`src/rtl/chan_select_scan_if.sv`:
```
// Bundle of source/control inputs and registered outputs for chan_select_scan.
//   master : block that drives the sources and the mode/sel/button controls
//   slave  : the selector itself
// Signals:
//   data_in  CHANNELS*WIDTH packed sources, channel k at [k*WIDTH +: WIDTH]
//   mode     00 manual, 01 auto-scan, 10 step, 11 freeze
//   sel      channel index for manual mode
//   button   step request (synchronous to clk)
//   result   registered data of the selected channel
//   cur_ch   registered index of the channel driving result
//   switched one-cycle pulse after cur_ch changes
interface chan_select_scan_if #(
  parameter int CHANNELS = 4,
  parameter int WIDTH    = 3
);
  localparam int SEL_W = (CHANNELS > 1) ? $clog2(CHANNELS) : 1;

  logic [CHANNELS*WIDTH-1:0] data_in;
  logic [1:0]                mode;
  logic [SEL_W-1:0]          sel;
  logic                      button;
  logic [WIDTH-1:0]          result;
  logic [SEL_W-1:0]          cur_ch;
  logic                      switched;

  modport master (
    output data_in, mode, sel, button,
    input  result, cur_ch, switched
  );

  modport slave (
    input  data_in, mode, sel, button,
    output result, cur_ch, switched
  );
endinterface

```
`src/rtl/chan_select_scan.sv`:
```
// N-channel output selector feeding the board display/LEDs.
// Picks one of CHANNELS WIDTH-bit sources into a registered result using one
// of four modes: manual select, timed auto-scan, button step, or freeze.
// Ports:
//   clk  system clock, all state updates on the rising edge
//   rst  asynchronous active-high reset
//   bus  chan_select_scan_if.slave (data_in/mode/sel/button in,
//        result/cur_ch/switched out)
module chan_select_scan #(
  parameter int CHANNELS = 4,
  parameter int WIDTH    = 3,
  parameter int DWELL    = 8
) (
  input  logic               clk,
  input  logic               rst,
  chan_select_scan_if.slave  bus
);
  localparam int SEL_W = (CHANNELS > 1) ? $clog2(CHANNELS) : 1;
  localparam int CNT_W = (DWELL > 1) ? $clog2(DWELL) : 1;
  localparam logic [SEL_W-1:0] LAST_CH  = SEL_W'(CHANNELS - 1);
  localparam logic [CNT_W-1:0] LAST_CNT = CNT_W'(DWELL - 1);

  localparam logic [1:0] M_MANUAL = 2'b00;
  localparam logic [1:0] M_SCAN   = 2'b01;
  localparam logic [1:0] M_STEP   = 2'b10;
  localparam logic [1:0] M_FREEZE = 2'b11;

  // Sources viewed as an indexable array; same bit layout as data_in.
  logic [CHANNELS-1:0][WIDTH-1:0] src;
  assign src = bus.data_in;

  logic [WIDTH-1:0] result_q, result_d;
  logic [SEL_W-1:0] cur_ch_q, nxt_ch;
  logic             switched_q;
  logic [CNT_W-1:0] cnt_q, cnt_d;
  logic             btn_q;
  logic [SEL_W-1:0] adv_ch;

  // Advance wraps modulo CHANNELS, so an index >= CHANNELS never appears
  // even when CHANNELS is not a power of two.
  assign adv_ch = (cur_ch_q == LAST_CH) ? '0 : cur_ch_q + 1'b1;

  always_comb begin
    nxt_ch = cur_ch_q;
    cnt_d  = '0;
    unique case (bus.mode)
      M_MANUAL: begin
        // Out-of-range sel is ignored; the current channel holds.
        if (32'(bus.sel) < CHANNELS) nxt_ch = bus.sel;
      end
      M_SCAN: begin
        if (cnt_q == LAST_CNT) begin
          nxt_ch = adv_ch;
        end else begin
          cnt_d = cnt_q + 1'b1;
        end
      end
      M_STEP: begin
        // Rising edge only: a held button advances once.
        if (bus.button && !btn_q) nxt_ch = adv_ch;
      end
      default: ;  // freeze: hold channel
    endcase
  end

  // Freeze also holds the data, so source changes are not reflected.
  always_comb begin
    result_d = src[nxt_ch];
    if (bus.mode == M_FREEZE) result_d = result_q;
  end

  always_ff @(posedge clk or posedge rst) begin
    if (rst) begin
      result_q   <= '0;
      cur_ch_q   <= '0;
      switched_q <= 1'b0;
      cnt_q      <= '0;
      btn_q      <= 1'b0;
    end else begin
      result_q   <= result_d;
      cur_ch_q   <= nxt_ch;
      switched_q <= (nxt_ch != cur_ch_q);
      cnt_q      <= cnt_d;
      btn_q      <= bus.button;  // tracked in every mode
    end
  end

  assign bus.result   = result_q;
  assign bus.cur_ch   = cur_ch_q;
  assign bus.switched = switched_q;
endmodule

```
`src/flat_wrapper.sv`:
```
// flat-port wrapper written by rule: the top's interface ports become plain ports
module chan_select_scan_flat 
#(
  parameter int CHANNELS = 4,
  parameter int WIDTH    = 3,
  parameter int DWELL    = 8
)
  (clk, rst, bus_data_in, bus_mode, bus_sel, bus_button, bus_result, bus_cur_ch, bus_switched);
  chan_select_scan_if #(.CHANNELS(CHANNELS), .WIDTH(WIDTH)) bus_i ();
  input  logic clk;
  input  logic rst;
  input wire logic [$bits(bus_i.data_in)-1:0] bus_data_in;
  input wire logic [$bits(bus_i.mode)-1:0] bus_mode;
  input wire logic [$bits(bus_i.sel)-1:0] bus_sel;
  input wire logic [$bits(bus_i.button)-1:0] bus_button;
  output wire logic [$bits(bus_i.result)-1:0] bus_result;
  output wire logic [$bits(bus_i.cur_ch)-1:0] bus_cur_ch;
  output wire logic [$bits(bus_i.switched)-1:0] bus_switched;
  assign bus_i.data_in = bus_data_in;
  assign bus_i.mode = bus_mode;
  assign bus_i.sel = bus_sel;
  assign bus_i.button = bus_button;
  assign bus_result = bus_i.result;
  assign bus_cur_ch = bus_i.cur_ch;
  assign bus_switched = bus_i.switched;
  chan_select_scan #(.CHANNELS(CHANNELS), .WIDTH(WIDTH), .DWELL(DWELL)) u_core (.clk(clk), .rst(rst), .bus(bus_i));
endmodule
```
`config.mk`:
```
export PLATFORM = sky130hd
export DESIGN_NAME = chan_select_scan_flat
export DESIGN_NICKNAME = d
export VERILOG_FILES = /design/src/rtl/chan_select_scan_if.sv /design/src/rtl/chan_select_scan.sv /design/src/flat_wrapper.sv
export SDC_FILE = /design/constraint.sdc
export NUM_CORES = 1
export LEC_CHECK = 0
export CELL_PAD_IN_SITES_DETAIL_PLACEMENT = 0
export CELL_PAD_IN_SITES_GLOBAL_PLACEMENT = 1
export CORE_UTILIZATION = 44
export DETAILED_ROUTE_END_ITERATION = 6
export DONT_BUFFER_PORTS = 1
export HOLD_SLACK_MARGIN = 0.02
export PLACE_DENSITY = 0.86
export SKIP_LAST_GASP = 1
export SLEW_MARGIN = 10
export SYNTH_ARGS = -nofsm -noshare
export SYNTH_HDL_FRONTEND = slang
export SYNTH_SLANG_ARGS = --single-unit
```
`constraint.sdc`:
```
create_clock -name clk -period 2.8 [get_ports clk]
set_input_delay 0.56 -clock clk [delete_from_list [all_inputs] [get_ports clk]]
set_output_delay 0.56 -clock clk [all_outputs]
set_load 0.005 [all_outputs]
```
==> impl_results.md <==
- Status: finished clean
- Worst min path class: primary input to async pin
- Clk_skew: 0.964 ps
- Post-route minimum period: 2300 ps
- Worst slew margin: 65.0%
- Sequential share of power: 45.2%
- Largest stage delay, worst path: 550 ps
- XOR/XNOR share of the synthesized area: 0%
- Overall Global Routing Usage: 20.6%
- H-tree Lvls: 1
- Final hold vios: 0
- Starting density of the core: 50.0%
- Hold Worst Slack: 156 ps
- CTS tree: done
- P_int: 0.284 mW
- Sw frac: 29.1%
- Fin util: 53.6%
- I/O pins: 25
- Largest net degree at the start of global routing: 13
- Vias in the first global route: 593
- CORE AREA: 1380 um^2
- First-pass detailed-route iteration total: 5
- Drt wl/cell: 17.4 um
- Wire length on met3: 113 um
- First-pass GRT wire length: 2.67 mm
- Mapped Cells: 68
- Inst Count DP: 82
- Power density cells: 541 nW/um^2
- Yosys warning total: 0
- Final WS setup: 501 ps
- RSZ-0062 raised after global routing: false
- Pre-CTS WS: 500 ps
- Sequential fraction of the synthesis area: 36.2%
- Compound-gate portion of the synthesized area: 23.6%
- CTS Buf Count: 3
- Top-count cell post-synth: dfrtp_1
- Slowest CP cell: or4_4
- Met2 WL: 758 um
- Max clock buf depth: 2
- Crit Path Max Fanout: 6
- Final antenna-violating net count: 0
- Setup-failing EPs final: 0
- Die H: 41.6 um
- Fin crit share: 82.1%
- Tightest Pin Transition: 521 ps
- Global route overflow: 0
- Crit-path cells: ha_1, ha_1, and4bb_1, or4_4, and3_1, a2111oi_2, a211oi_1
- Synth Flop Type: dfrtp_1
- Cell Area, Synth: 691 um^2
- Final cell count without fillers: 86
- Met1 wire length: 607 um
- Layout area overhead: 7.25%
- DP HPWL: 1.18 mm
- DRC viols: 0
- Synth top cells by count: dfrtp_1 (10), inv_1 (5), a21boi_0 (4), nand2_1 (4), nand3_1 (4)
- Largest family of logic cells by synthesized area: simple AND/OR/NAND/NOR gates
- Vias: 553
- Post-CTS Setup Bufs: 0
- Syn Area/Cell: 10.2 um^2
- Post-synthesis mux area share: 4.35%
- Die X-Extent: 41.6 um
- Most used cell, CP: ha_1
- #FFs+latches synth: 10
- PortBufs: 0
- Initial antenna violation count: 0
- Share of cells above drive strength 1: 19.7%
- Count of cell types in the netlist: 33
- Core Rows: 13
- CTS Hold Buffers Added: 0
- Die area: 1730 um^2
- Post-Syn Nets: 90
- Post-synthesis adder-cell area fraction: 5.43%
- Via-per-instance ratio: 6.43
- Arr. time, crit path: 2440 ps
- Async SR Flop Fraction: 100%
- Largest cells by area after synthesis: dfrtp_1 (36%), ha_1 (5.4%), mux2i_1 (4.3%), a2111oi_2 (4.3%), a21boi_0 (4.3%)
- Highest routed metal layer: met4
- Initial DRC count: 13
- Clock latency on the worst-skew pair: 270 ps
- Fmax: 435 MHz
- Peak VDD IR: 357 uV
- GP Congestion: 0.781
- Clk network pwr share: 32.5%
- CTS sink cnt: 10
- Leakage: 0.351 nW
- Total routed wirelength: 1.50 mm
- Gate power share: 22.3%
- Slew Viols, Final: 0
- Yosys top cell area share: 36.2%
- Number of diodes: 0
- Root Buffer: clkbuf_4
- Synth area leader: dfrtp_1
- CP Class: register to register
- Setup TNS: 0 ps
- Critical Path End Type: register
- Worst-path clk slew: 60 ps
- Psw: 0.117 mW
- Simple-gate portion of the synthesized area: 27.0%
- Maxcap violations: 0
- Crit path required time: 2950 ps
- Resized cells post-CTS: 0
- Post-synth EDFFs: 0
- Startpoint class of the critical path: register
- Fin nets: 94
## critical path, delay by kind of cell, from the launching register on
| kind | cells | cell delay, ps |
|---|---|---|
| compound gates | 2 | 370 |
| fa+ha+maj | 2 | 430 |
| flops | 1 | 380 |
| simple gates | 3 | 990 |
## cell usage in the layout (no fill, tap or decap), types with 2 or more instances in the layout
cell       count
a2111oi_2      2
a211oi_1       3
a21boi_0       4
and2b_2        2
and3_1         3
clkbuf_4       3
dfrtp_1       10
ha_1           3
inv_1          5
mux2i_1        3
nand2_1        4
nand3_1        4
nor2_1         2
o211ai_1       2
o21ai_0        2
## final cells by class
type,count,area (um^2)
Tap cell,15,18.8
Clock buffer,4,36.3
Inverter,5,18.8
Sequential cell,10,250
Multi-Input combinational cell,52,417
Fill cell,125,642
## per-layer routing
metal  track usage (%)  up-vias
met1              22.9      262
li1                  -      270
met5                 0        -
met3              10.0        4
met2              34.7       17
met4              5.81        0
## state kept, by name, summed over array words and instances, names as in the netlist
signal               count
u_core.bus.switched      1
u_core.bus.result        3
u_core.cnt_q             3
u_core.btn_q             1
u_core.bus.cur_ch        2
## power by group through the flow
stage,combinational [mW],sequential (mW),clock (mW)
6_report,0.0892,0.181,0.130
4_1_cts,0.0894,0.181,0.136
2_1_floorplan,0.0761,0.179,0
3_5_place_dp,0.0885,0.184,0
3_3_place_gp,0.0877,0.183,0
5_1_grt,0.102,0.184,0.141
## cells by family (layout without fill, tap and decap cells)
family / count (synthesis) / count (layout)
mux: 3 / 3
compound gates: 19 / 19
fa+ha+maj: 3 / 3
flops: 10 / 10
simple gates: 27 / 27
buf+inv: 6 / 9
## metrics by stage
step / power, mW / area, um^2
after detailed placement: 0.273 / 704
after floorplan: 0.255 / 691
final: 0.400 / 741
after global routing: 0.427 / 741
after global placement: 0.271 / 704
after CTS: 0.407 / 741
## path summary, 6_finish.rpt
path | start | cells past startpoint | to | slack [ps]
worst max-delay path | u_core.cnt_q[0] | 7 | u_core.bus.result[1] | 500
worst min-delay path | rst | 1 | u_core.bus.switched | 160
worst max register to register | u_core.cnt_q[0] | 7 | u_core.bus.result[1] | 500
worst min register to register | u_core.cnt_q[0] | 1 | u_core.cnt_q[0] | 440
max in group asynchronous | rst | 1 | u_core.bus.result[0] | 2360
min in group clk | bus_button | 0 | u_core.btn_q | 310
(Power assumes the default switching activity.)
